==> config.mk <==
export PLATFORM = sky130hd
export DESIGN_NAME = tx_symbol_scheduler
export DESIGN_NICKNAME = d
export VERILOG_FILES = /design/src/rtl/tx_pkg.sv /design/src/rtl/sym_tick_gen.sv /design/src/rtl/tx_symbol_scheduler.sv
export SDC_FILE = /design/constraint.sdc
export NUM_CORES = 1
export LEC_CHECK = 0
export ABC_AREA = 1
export BUFFER_PORTS_ARGS = -buffer_cell sky130_fd_sc_hd__clkbuf_2
export CAP_MARGIN = 0
export CORE_ASPECT_RATIO = 1.75
export CORE_MARGIN = 2
export CORE_UTILIZATION = 50
export DETAILED_ROUTE_END_ITERATION = 10
export PLACE_DENSITY = 0.84
export SYNTH_ARGS = -nofsm -noshare
export SYNTH_HDL_FRONTEND = slang
export SYNTH_SLANG_ARGS = --single-unit
==> constraint.sdc <==
create_clock -name clk -period 2.8 [get_ports clk]
set_clock_uncertainty 0.2 [all_clocks]
set_input_delay 0.14 -clock clk [delete_from_list [all_inputs] [get_ports clk]]
set_output_delay 0.14 -clock clk [all_outputs]
set_load 0.01 [all_outputs]
==> src/rtl/tx_pkg.sv <==
// tx_pkg
// Shared definitions for the transmit symbol path: scheduler FSM states,
// the number of 2-bit symbols in one 128-bit block, and the default
// symbol period in clock cycles.
package tx_pkg;

  typedef enum logic [2:0] {
    IDLE,
    FETCH,
    LOAD,
    SENDING,
    DRAIN
  } state_t;

  localparam int SYMS_PER_BLOCK      = 64;
  localparam int CLK_PER_SYM_DEFAULT = 100;

endpackage

==> src/rtl/sym_tick_gen.sv <==
// sym_tick_gen
// Symbol period counter. Counts enabled cycles modulo CLK_PER_SYM and
// flags the last cycle of each symbol period.
// Ports:
//   clk   - system clock, rising edge
//   reset - synchronous, active-low reset
//   clr   - restart the period from zero (takes priority over en)
//   en    - count this cycle
//   tick  - high in the final enabled cycle of a symbol period
module sym_tick_gen
  import tx_pkg::*;
#(
  parameter int CLK_PER_SYM = CLK_PER_SYM_DEFAULT
) (
  input  logic clk,
  input  logic reset,
  input  logic clr,
  input  logic en,
  output logic tick
);

  localparam int CW = $clog2(CLK_PER_SYM);
  localparam logic [CW-1:0] LAST = CW'(CLK_PER_SYM - 1);

  logic [CW-1:0] cnt;

  // Period counter: cleared on a block load so the first symbol gets a full
  // period, then advances only while a symbol is actually being presented.
  always_ff @(posedge clk) begin
    if (!reset) begin
      cnt <= '0;
    end else if (clr) begin
      cnt <= '0;
    end else if (en) begin
      cnt <= (cnt == LAST) ? '0 : cnt + CW'(1);
    end
  end

  assign tick = en && (cnt == LAST);

endmodule

==> src/rtl/tx_symbol_scheduler.sv <==
// tx_symbol_scheduler
// Pulls 128-bit cipher blocks from upstream and hands them one at a time to
// a symbol serializer, pacing symbol advances at CLK_PER_SYM cycles each.
// Ports:
//   clk, reset            - clock and synchronous active-low reset
//   start, num_blocks     - frame request and its length in blocks
//   abort                 - stop the frame after the current block
//   in_data/in_valid/in_ready - upstream block handshake
//   cipher_data, load_en  - block and load strobe to the serializer
//   buffer_ready          - serializer idle and loadable
//   symbol_valid          - serializer presenting a symbol
//   mod_req               - symbol-advance strobe to the serializer
//   busy, done, underrun  - frame status
module tx_symbol_scheduler
  import tx_pkg::*;
#(
  parameter int CLK_PER_SYM = CLK_PER_SYM_DEFAULT,
  parameter int BLK_W       = 5
) (
  input  logic             clk,
  input  logic             reset,
  input  logic             start,
  input  logic [BLK_W-1:0] num_blocks,
  input  logic             abort,
  input  logic [127:0]     in_data,
  input  logic             in_valid,
  output logic             in_ready,
  output logic [127:0]     cipher_data,
  output logic             load_en,
  input  logic             buffer_ready,
  input  logic             symbol_valid,
  output logic             mod_req,
  output logic             busy,
  output logic             done,
  output logic             underrun
);

  state_t           state;
  logic [BLK_W-1:0] blk_left;
  logic             abort_pend;
  logic             first_send;
  logic             sym_en;

  // Symbol pacing only runs while a block is on the wire, so a reset or an
  // idle serializer that still shows symbol_valid cannot produce mod_req.
  assign sym_en   = (state == SENDING) && symbol_valid;
  assign in_ready = (state == FETCH) && buffer_ready;

  sym_tick_gen #(
    .CLK_PER_SYM(CLK_PER_SYM)
  ) u_tick (
    .clk  (clk),
    .reset(reset),
    .clr  (load_en),
    .en   (sym_en),
    .tick (mod_req)
  );

  // Frame sequencer. load_en and done are single-cycle pulses defaulted low
  // every cycle. The serializer needs one cycle after load_en to drop
  // buffer_ready, so the end-of-block test is masked for that first cycle.
  always_ff @(posedge clk) begin
    if (!reset) begin
      state       <= IDLE;
      cipher_data <= '0;
      blk_left    <= '0;
      abort_pend  <= 1'b0;
      first_send  <= 1'b0;
      load_en     <= 1'b0;
      busy        <= 1'b0;
      done        <= 1'b0;
      underrun    <= 1'b0;
    end else begin
      load_en <= 1'b0;
      done    <= 1'b0;
      if (state != IDLE && abort) abort_pend <= 1'b1;

      case (state)
        IDLE: begin
          if (start) begin
            blk_left   <= num_blocks;
            underrun   <= 1'b0;
            abort_pend <= 1'b0;
            if (num_blocks == '0) begin
              done <= 1'b1;
            end else begin
              state <= FETCH;
              busy  <= 1'b1;
            end
          end
        end

        FETCH: begin
          // Abort beats a simultaneous handshake: the block is not taken.
          if (abort) begin
            state <= DRAIN;
          end else if (in_valid && buffer_ready) begin
            cipher_data <= in_data;
            load_en     <= 1'b1;
            state       <= LOAD;
          end else if (buffer_ready && blk_left != '0) begin
            underrun <= 1'b1;
          end
        end

        LOAD: begin
          blk_left   <= blk_left - BLK_W'(1);
          first_send <= 1'b1;
          state      <= SENDING;
        end

        SENDING: begin
          first_send <= 1'b0;
          if (!first_send && buffer_ready && !symbol_valid) begin
            if (blk_left != '0 && !abort_pend && !abort) begin
              state <= FETCH;
            end else begin
              done       <= 1'b1;
              busy       <= 1'b0;
              abort_pend <= 1'b0;
              state      <= IDLE;
            end
          end
        end

        DRAIN: begin
          done       <= 1'b1;
          busy       <= 1'b0;
          abort_pend <= 1'b0;
          state      <= IDLE;
        end

        default: begin
          busy  <= 1'b0;
          state <= IDLE;
        end
      endcase
    end
  end

endmodule

After elaboration in Yosys (flattened, before gate mapping)
Index checks and enable logic that the tools add are counted.

cells by class
  add/subtract/negate cells = 2
  multipliers = 0
  divide/modulo/power cells = 0
  $lt $le $gt $ge = 0
  equality and inequality tests = 13
  shift-type cells = 0
  multiplexer cells = 32
  bitwise logic cells = 4
  reduce and logical (&&, ||, !) cells = 29

operator list
  cell                 count
  $mux 1               18
  $mux 3               5
  $pmux 3 s4           1
  $logic_and 1x1->1    10
  $ne 2x2->1 const B   5
  $pmux 5 s2           1
  $reduce_and 5->1     2
  $pmux 1 s3           3
  $add 7x1->7 const B  1
  $eq 7x7->1 const B   1
  $mux 7               1
  $eq 3x2->1 const B   2
  $reduce_bool 2->1    3
  $logic_not 5->1      1
  $mux 5               1
  $reduce_bool 5->1    1
  $sub 5x1->5 const B  1
  $logic_not 1->1      4
  $ne 2x1->1 const B   2
  $not 1->1            4
  $pmux 1 s2           2
  $reduce_and 4->1     1
  $reduce_or 2->1      2
  $eq 3x1->1 const B   1
  7 further kinds      7

storage, ports and cells
  flip-flop bits (word level) = 149
  bits in latches = 0
  RAM bits = 0
  memory bits (read-only) = 0
  word-level logic and storage cells = 90
  memories = 0

Depth between registers and ports, before layout
Gate-level depths: netlist (run 1).

  depth in word-level cells = 6
  mapped depth = 11
  mapped depth without buffers = 11

Modules after synthesis
A second synthesis (run 1) with hierarchy kept.

unflattened totals
  cells, all modules = 751
  area total of the unflattened synthesis = 5765.5 µm²

by module, submodules not included
  module               instances  cells an instance  area each (µm²)  sequential area each (µm²)
  tx_symbol_scheduler  1          692                5365.1           2842.7
  sym_tick_gen         1          59                 400.4            140.1

Worst setup path before layout (run 1)
No wires, ideal clock.

  path type = reg2reg
  start point = register state[0]
  end point = register u_tick.cnt[6]
  arrival time = 1.278 ns
  data required time = 2.483 ns
  setup slack = 1.206 ns
  cell stages (with the launch flop) = 10
  buffers on the path = 0
  period minus slack after synthesis = 1.594 ns
  cell sequence = dfxtp_1 nand2_1 nor2_2 nand2_2 nor2_4 inv_1 nor2_1 nor2_1 nand2_1 nor2_1

on the way
  cells in the longest elaborated chain, start to end = 2

ends and longest elaborated chain
  what                      RTL line                   source
  start: declaration        tx_symbol_scheduler.sv:38  state_t state;
  start signal: assignment  tx_symbol_scheduler.sv:64  state <= IDLE;
  start signal: assignment  tx_symbol_scheduler.sv:87  state <= FETCH;
  start signal: assignment  tx_symbol_scheduler.sv:96  state <= DRAIN;
  $eq 3x2->1                tx_symbol_scheduler.sv:46  assign sym_en = (state == SENDING) && symbol_valid;
  $logic_and 1x1->1         tx_symbol_scheduler.sv:46
  end signal: assignment    sym_tick_gen.sv:35         cnt <= (cnt == LAST) ? '0 : cnt + CW'(1);
  end: declaration          sym_tick_gen.sv:25         logic [CW-1:0] cnt;

Every way passes these cells.
A chain may end at the register's enable or synchronous reset.

Worst setup path after layout (run 1)
  start point = register state[2]
  end point = register cipher_data[32]

on the way
  cells in the longest elaborated chain, start to end = 2

ends and longest elaborated chain
  what                        RTL line                   source
  $eq 3x1->1                  tx_symbol_scheduler.sv:78  case (state)
  $reduce_and 3->1 (no line)  -
  end signal: assignment      tx_symbol_scheduler.sv:98  cipher_data <= in_data;
  end: declaration            tx_symbol_scheduler.sv:28  output logic [127:0] cipher_data,

Every way passes these cells.

==> results.json, run 1 <==
{
  "status": "finished, violations left",
  "violations": "DRC",
  "cts_tree": "built",
  "wl_per_cell_um": 16.7,
  "grt_pass1_vias": 7305,
  "num_rows": 53,
  "arrival_ns": 2.66,
  "rsz0062_at_grt": "false",
  "ys_types": 28,
  "cts_sinks": 149,
  "slew_violations": 0,
  "cts_buffers": 17,
  "grt_remaining_overflow": 0,
  "syn_nets": 889,
  "pin_count": 274,
  "synth_commonest_cells": "190 x nor2_1, 149 x dfxtp_1, 102 x nor2_2, 102 x o21ai_1, 39 x nand2_1",
  "postRouteAntennaNets": 0,
  "hp-class": "input pin to flip-flop",
  "synthSimpleGateAreaFrac": 0.282,
  "synthAdderAreaFrac": 0.00614,
  "final_util": 0.795,
  "htreeDepth": 4,
  "nets": 1305,
  "gp_congestion": 0.895,
  "drt_wl_total_um": 22400,
  "async_flop_share": 0,
  "cts_buffer_depth": 2,
  "synth.cell_area_um2": 6110,
  "cap_violations": 0,
  "fin_crit_sh": 0.900,
  "die_h_um": 150,
  "initial_core_util": 0.509,
  "dieArea_um2": 13200,
  "hold_ws_ns": 0.138,
  "portBuffers": 273,
  "seq_area_frac_synth": 0.488,
  "critPathLaunchType": "flip-flop",
  "endpoint_kind": "flip-flop",
  "peakVddDrop_mv": 0.413,
  "cts_hold_buf": 161,
  "crit_fanout": 47,
  "hpwlAfterDp_um": 11100,
  "path_clk_slew_ns": 0.07,
  "slew-limit-headroom": 0.576,
  "core_um2": 12000,
  "grt_pass1_wl_um": 34400,
  "synth_cells": 746,
  "vias_per_cell": 5.16,
  "hold_viol": 0,
  "yosysTopAreaCell": "dfxtp_1",
  "dr.pass1.iters": 8,
  "area_growth_pct": 56.1,
  "drc_errors": 2,
  "cts_resized": 0,
  "synth_area_leaders": "dfxtp_1 49%, nor2_1 12%, nor2_2 10%",
  "required_ns": 2.95,
  "num_vias": 6925,
  "dieWidth_um": 87.6,
  "cts_setup_buffers": 0,
  "ys_seq_elements": 149,
  "yosysWarnings": 0,
  "grt_max_degree": 129,
  "critPathKind": "flip-flop to flip-flop",
  "drive_gt1_frac": 0.363,
  "synth_top_family_by_area": "simple AND/OR/NAND/NOR gates",
  "initialDrtViolationCount": 372,
  "fmax_mhz": 397,
  "synth_compound_area_frac": 0.127,
  "synth.most_common_cell": "nor2_1",
  "synthMuxAreaShare": 0,
  "cts_root_buf": "clkbuf_16",
  "p_per_area_nw_per_um2": 604,
  "syn-mean-instance-area_um2": 8.19,
  "netlist.area_leader.share": 0.488,
  "grt_util_all_layers": 0.336,
  "setup-violations-final": 0,
  "synth_edf_count": 0,
  "p_leak_nw": 4.72,
  "ys.flop_type": "dfxtp_1",
  "antenna_found_initial": 1,
  "fin_setup_tns_ns": 0,
  "worstMarginPinSlew_ns": 0.636,
  "yosys.area_share.xor_xnor": 0.00143,
  "rrSetupSlack_ns": 0.28,
  "insertion_delay_ns": 0.41,
  "fin_crit_ns": 2.52
}
final timing paths:
path	from	to	cells past startpoint
worst max-delay path	state[2]	cipher_data[32]	10
worst min-delay path	reset	done	3
worst max register to register	state[2]	cipher_data[32]	10
worst min register to register	u_tick.cnt[1]	u_tick.cnt[1]	2
worst max-delay path, cell delays in order, from the launching register on:
cell and delay (ns):
dfxtp_1 0.42, nor2_2 0.07, nand2_2 0.11, nor2_4 0.05, inv_2 0.10, nor2_8 0.05, inv_6 0.39, buf_12 0.27
nor2_1 0.08, nor2_1 0.13, dlygate4sd3_1 0.57
cell families after synthesis:
group,Yosys count
AND/OR/NAND/NOR,366
AO/OA/AOI/OAI,153
adder cells (fa/ha/maj),3
buffers and inverters,74
XOR/XNOR,1
flip-flops,149
sequential cells by signal, summed over array words and instances, names as in the netlist:
| signal | flops |
|---|---|
| abort_pend | 1 |
| blk_left | 5 |
| busy | 1 |
| cipher_data | 128 |
| done | 1 |
| first_send | 1 |
| load_en | 1 |
| state | 3 |
| u_tick.cnt | 7 |
| underrun | 1 |
power breakdown:
part	total [mW]	switching (mW)	internal, mW	leakage [nW]
registers	2.36	0.0971	2.26	1.21
clock network	2.34	0.977	1.36	0.287
logic	1.06	0.588	0.468	3.22
total	5.76	1.66	4.10	4.72
layout by cell type (no fill, tap or decap), types with 7 or more instances in the layout:
cell           count
clkbuf_2         272
nor2_2           102
nor2_1           190
clkbuf_16         17
nand3_1           19
inv_6              7
a21oi_1            9
dlygate4sd3_1    161
inv_1             28
dfxtp_1          149
o21ai_0           38
o21ai_1          102
nand2_1           39
layer usage:
metal  track usage  vias up  part of all wire
met2         0.615      412              0.54
met1         0.320     3169              0.34
met4         0.218        0             0.066
li1              -     3220                 -
met3        0.0861      124             0.061
met5             0        -                 0
through the flow:
stage / instances / setup WS [ns] / total power, mW / cell area, um2
finish: 1341 / 0.281 / 5.76 / 9540
global route: 1341 / 0.107 / 5.98 / 9540
detailed placement: 1147 / 0.859 / 3.21 / 7320
CTS: 1340 / 0.348 / 5.70 / 9540
floorplan: 746 / 1.21 / 2.92 / 6110
global placement: 1147 / 0.894 / 3.19 / 7320
layout make-up:
type	instances	area [um2]
tap	165	206
sequential	149	2980
inverter	30	118
multi-input combinational	523	2540
clock inverter	14	164
antenna	1	2.50
clock buffer	18	439
fill	652	2460
timing repair buffer	441	3080
Note: power is estimated with default switching activity, not from simulation.
==> run 2: changes to the inputs <==
--- a/config.mk
+++ b/config.mk
@@ -8,3 +8,2 @@
 export ABC_AREA = 1
-export BUFFER_PORTS_ARGS = -buffer_cell sky130_fd_sc_hd__clkbuf_2
 export CAP_MARGIN = 0
@@ -14,3 +13,3 @@
 export DETAILED_ROUTE_END_ITERATION = 10
-export PLACE_DENSITY = 0.84
+export DONT_BUFFER_PORTS = 1
 export SYNTH_ARGS = -nofsm -noshare
--- a/constraint.sdc
+++ b/constraint.sdc
@@ -4,2 +4,2 @@
 set_output_delay 0.14 -clock clk [all_outputs]
-set_load 0.01 [all_outputs]
+set_load 0.02 [all_outputs]
==> run 2 against run 1 <==
The flow now stops in 4_1_cts. Synthesized cell count is the same. Area after synthesis unchanged.
==> results.json, run 2 <==
{
  "syn_nets": 889,
  "seq_area_frac_synth": 0.488,
  "synth_commonest_cells": "190 x nor2_1, 149 x dfxtp_1, 102 x nor2_2, 102 x o21ai_1, 39 x nand2_1",
  "netlist.area_leader.share": 0.488,
  "error_line": "[ERROR RSZ-0060] Max buffer count reached.",
  "gp_congestion": 0.840,
  "cts_setup_buffers": 0,
  "status": "did not finish",
  "yosysTopAreaCell": "dfxtp_1",
  "stop_stage": "4_1_cts",
  "pin_count": 274,
  "portBuffers": 0,
  "cts_buffers": 17,
  "synth_edf_count": 0,
  "dieWidth_um": 87.6,
  "hpwlAfterDp_um": 10100,
  "htreeDepth": 4,
  "synth_cells": 746,
  "async_flop_share": 0,
  "synth.most_common_cell": "nor2_1",
  "synth.cell_area_um2": 6110,
  "cts_buffer_depth": 2,
  "cts_resized": 0,
  "initial_core_util": 0.509,
  "ys_types": 28,
  "yosysWarnings": 0,
  "ys.flop_type": "dfxtp_1",
  "synth_area_leaders": "dfxtp_1 49%, nor2_1 12%, nor2_2 10%",
  "cts_root_buf": "clkbuf_16",
  "syn-mean-instance-area_um2": 8.19,
  "pre_cts_ws_ns": 0.775,
  "cts_hold_buf": 181,
  "ys_seq_elements": 149,
  "cts_sinks": 149,
  "num_rows": 53,
  "die_h_um": 150
}
==> run 2: cells by family after synthesis <==
logic type | share of synthesized area
buffers and inverters | 0.0958
AND/OR/NAND/NOR | 0.282
AO/OA/AOI/OAI | 0.127
XOR/XNOR | 0.00143
adder cells (fa/ha/maj) | 0.00614
flip-flops | 0.488
==> run 2: through the flow <==
stage / cells / util / instance area [um2]
after floorplan: 746 / - / 6110
after global placement: 870 / 0.492 / 5910
after detailed placement: 870 / 0.492 / 5910
==> run 3: changes to the inputs <==
Settings changed: CORE_ASPECT_RATIO 1.75 to unset, CORE_UTILIZATION 50 to 35, PLACE_DENSITY_LB_ADDON set to 0.15.
==> run 3 against run 2 <==
The flow now finishes without violations.
==> results.json, run 3 (synthesis results as in run 1) <==
{
  "pwr-share-seq": 0.452,
  "htreeDepth": 4,
  "num_rows": 48,
  "grt_pass1_vias": 5151,
  "final_common_cell": "nor2_1",
  "p_per_area_nw_per_um2": 681,
  "crit_cells": 9,
  "fin_crit_ns": 2.58,
  "area_growth_pct": 33.7,
  "hp-class": "input pin to flip-flop",
  "power_switching_mw": 1.59,
  "peakVddDrop_mv": 0.407,
  "dr.pass1.iters": 4,
  "critPathLaunchType": "flip-flop",
  "p_leak_nw": 3.44,
  "gp_congestion": 0.843,
  "cts_sinks": 149,
  "fill_cells": 1640,
  "status": "finished clean",
  "clkPwrFrac": 0.413,
  "grt_pass1_wl_um": 25700,
  "initialDrtViolationCount": 249,
  "cts_buffers": 17,
  "pin_count": 274,
  "die_h_um": 136,
  "setup-violations-final": 0,
  "cts_root_buf": "clkbuf_16",
  "largest_reg_flops": 128,
  "crit_fanout": 13,
  "seq_area_um2": 2980,
  "hold_viol": 0,
  "initial_core_util": 0.356,
  "postRouteAntennaNets": 0,
  "r2r_cells": 9,
  "fin_setup_tns_ns": 0,
  "grt_util_all_layers": 0.175,
  "slew-limit-headroom": 0.518,
  "arrival_ns": 2.70,
  "drive_gt1_frac": 0.174,
  "dieArea_um2": 18500,
  "grt_remaining_overflow": 0,
  "cts_tree": "built",
  "largestRegisters": "cipher_data x128, u_tick.cnt x7, blk_left x5",
  "cp-startpoint": "state[1]",
  "vias_per_cell": 4.74,
  "crit_end": "blk_left[3]",
  "drt_wl_total_um": 16600,
  "hold_ws_ns": 0.203,
  "path_clk_slew_ns": 0.06,
  "slew_violations": 0,
  "worstPathCellList": "inv_1, nor2_1, nand2_2, nand2_1, nand3_1, dlygate4sd3_1, nand3_1, dlygate4sd3_1, inv_1",
  "cp_slowest_cell": "dlygate4sd3_1",
  "power.internal_mw": 3.97,
  "rrSetupSlack_ns": 0.22,
  "drc_errors": 0,
  "max_stage_delay_ns": 0.56,
  "critPathTopFamily": "buffers and inverters",
  "timing.rr.end": "blk_left[3]",
  "core_um2": 17200,
  "antenna_found_initial": 0,
  "portBuffers": 0,
  "num_vias": 5316,
  "endpoint_kind": "flip-flop",
  "n_antenna_cell": 0,
  "cap_violations": 0,
  "switching_share": 0.286,
  "wl_per_cell_um": 14.8,
  "dieWidth_um": 136,
  "fin_crit_sh": 0.922,
  "cts_buffer_depth": 2,
  "grt_max_degree": 133,
  "nets": 1026,
  "hpwlAfterDp_um": 10200,
  "final_cell_mix": "190 x nor2_1, 153 x dlygate4sd3_1, 149 x dfxtp_1",
  "reg2reg_from": "state[1]",
  "multi_input_area_um2": 2550,
  "critPathKind": "flip-flop to flip-flop",
  "insertion_delay_ns": 0.42,
  "power_frac_comb": 0.135,
  "rsz0062_at_grt": "false",
  "required_ns": 2.92,
  "fmax_mhz": 387,
  "crit_buf_inv": 4,
  "worstMarginPinSlew_ns": 0.723,
  "regMostFlops": "cipher_data"
}
==> run 3: how the worst min path moves through the flow <==
| stage | slack, ns | endpoint | cells after the start | from |
|---|---|---|---|---|
| 5_1_grt | 0.20 | cipher_data[120] | 3 | reset |
| 3_5_place_dp | 0.07 | cipher_data[92] | 2 | in_data[92] |
| 4_1_cts | 0.18 | cipher_data[10] | 3 | reset |
| 2_1_floorplan | 0.07 | cipher_data[44] | 2 | in_data[44] |
| 3_3_place_gp | 0.07 | cipher_data[124] | 2 | in_data[124] |
| 6_report | 0.20 | cipher_data[35] | 3 | in_data[35] |
==> run 3: repair_timing <==
action                                  4_1_cts  5_1_grt
gates resized for setup                       0        1
setup buffers                                 0        0
hold buffers                                155        0
hold endpoints to repair                    149        0
endpoints found under the setup margin        0        2
==> run 3: per-layer routing <==
metal,vias up,wire length (um),GRT usage
met3,35,997,0.0511
met4,0,406,0.0787
met1,2446,6740,0.202
met5,-,0,0
met2,172,8430,0.301
li1,2663,-,-
==> run 3: cell type report <==
class                           instances  area share
Sequential cell                       149       0.365
Timing Repair Buffer                  162       0.201
Multi-Input combinational cell        523       0.312
Clock inverter                         13      0.0181
Clock buffer                           19      0.0554
Inverter                               30      0.0144
Tap cell                              225      0.0344
==> run 3: through the flow <==
step	total power [mW]	std cells	cell area, um2	util	setup slack [ns]
6_report	5.56	1121	8170	0.476	0.218
3_3_place_gp	3.06	935	6010	0.350	0.883
4_1_cts	5.63	1122	8180	0.476	0.0974
2_1_floorplan	3.01	746	6110	-	1.06
5_1_grt	5.84	1121	8170	0.476	0.0523
3_5_place_dp	3.07	935	6010	0.350	0.803
==> run 3: power groups by stage <==
stage               registers [mW]  clock network [mW]  logic, mW
CTS                           2.51                2.37      0.754
finish                        2.51                2.30      0.751
global placement              2.56                   0      0.496
floorplan                     2.52                   0      0.488
global route                  2.53                2.47      0.842
detailed placement            2.56                   0      0.508
==> run 3: worst register-to-register path, stage by stage (launching register included) <==
cell,delay (ns)
dfxtp_1,0.37
inv_1,0.07
nor2_1,0.19
nand2_2,0.20
nand2_1,0.16
nand3_1,0.08
dlygate4sd3_1,0.55
nand3_1,0.07
dlygate4sd3_1,0.56
inv_1,0.04
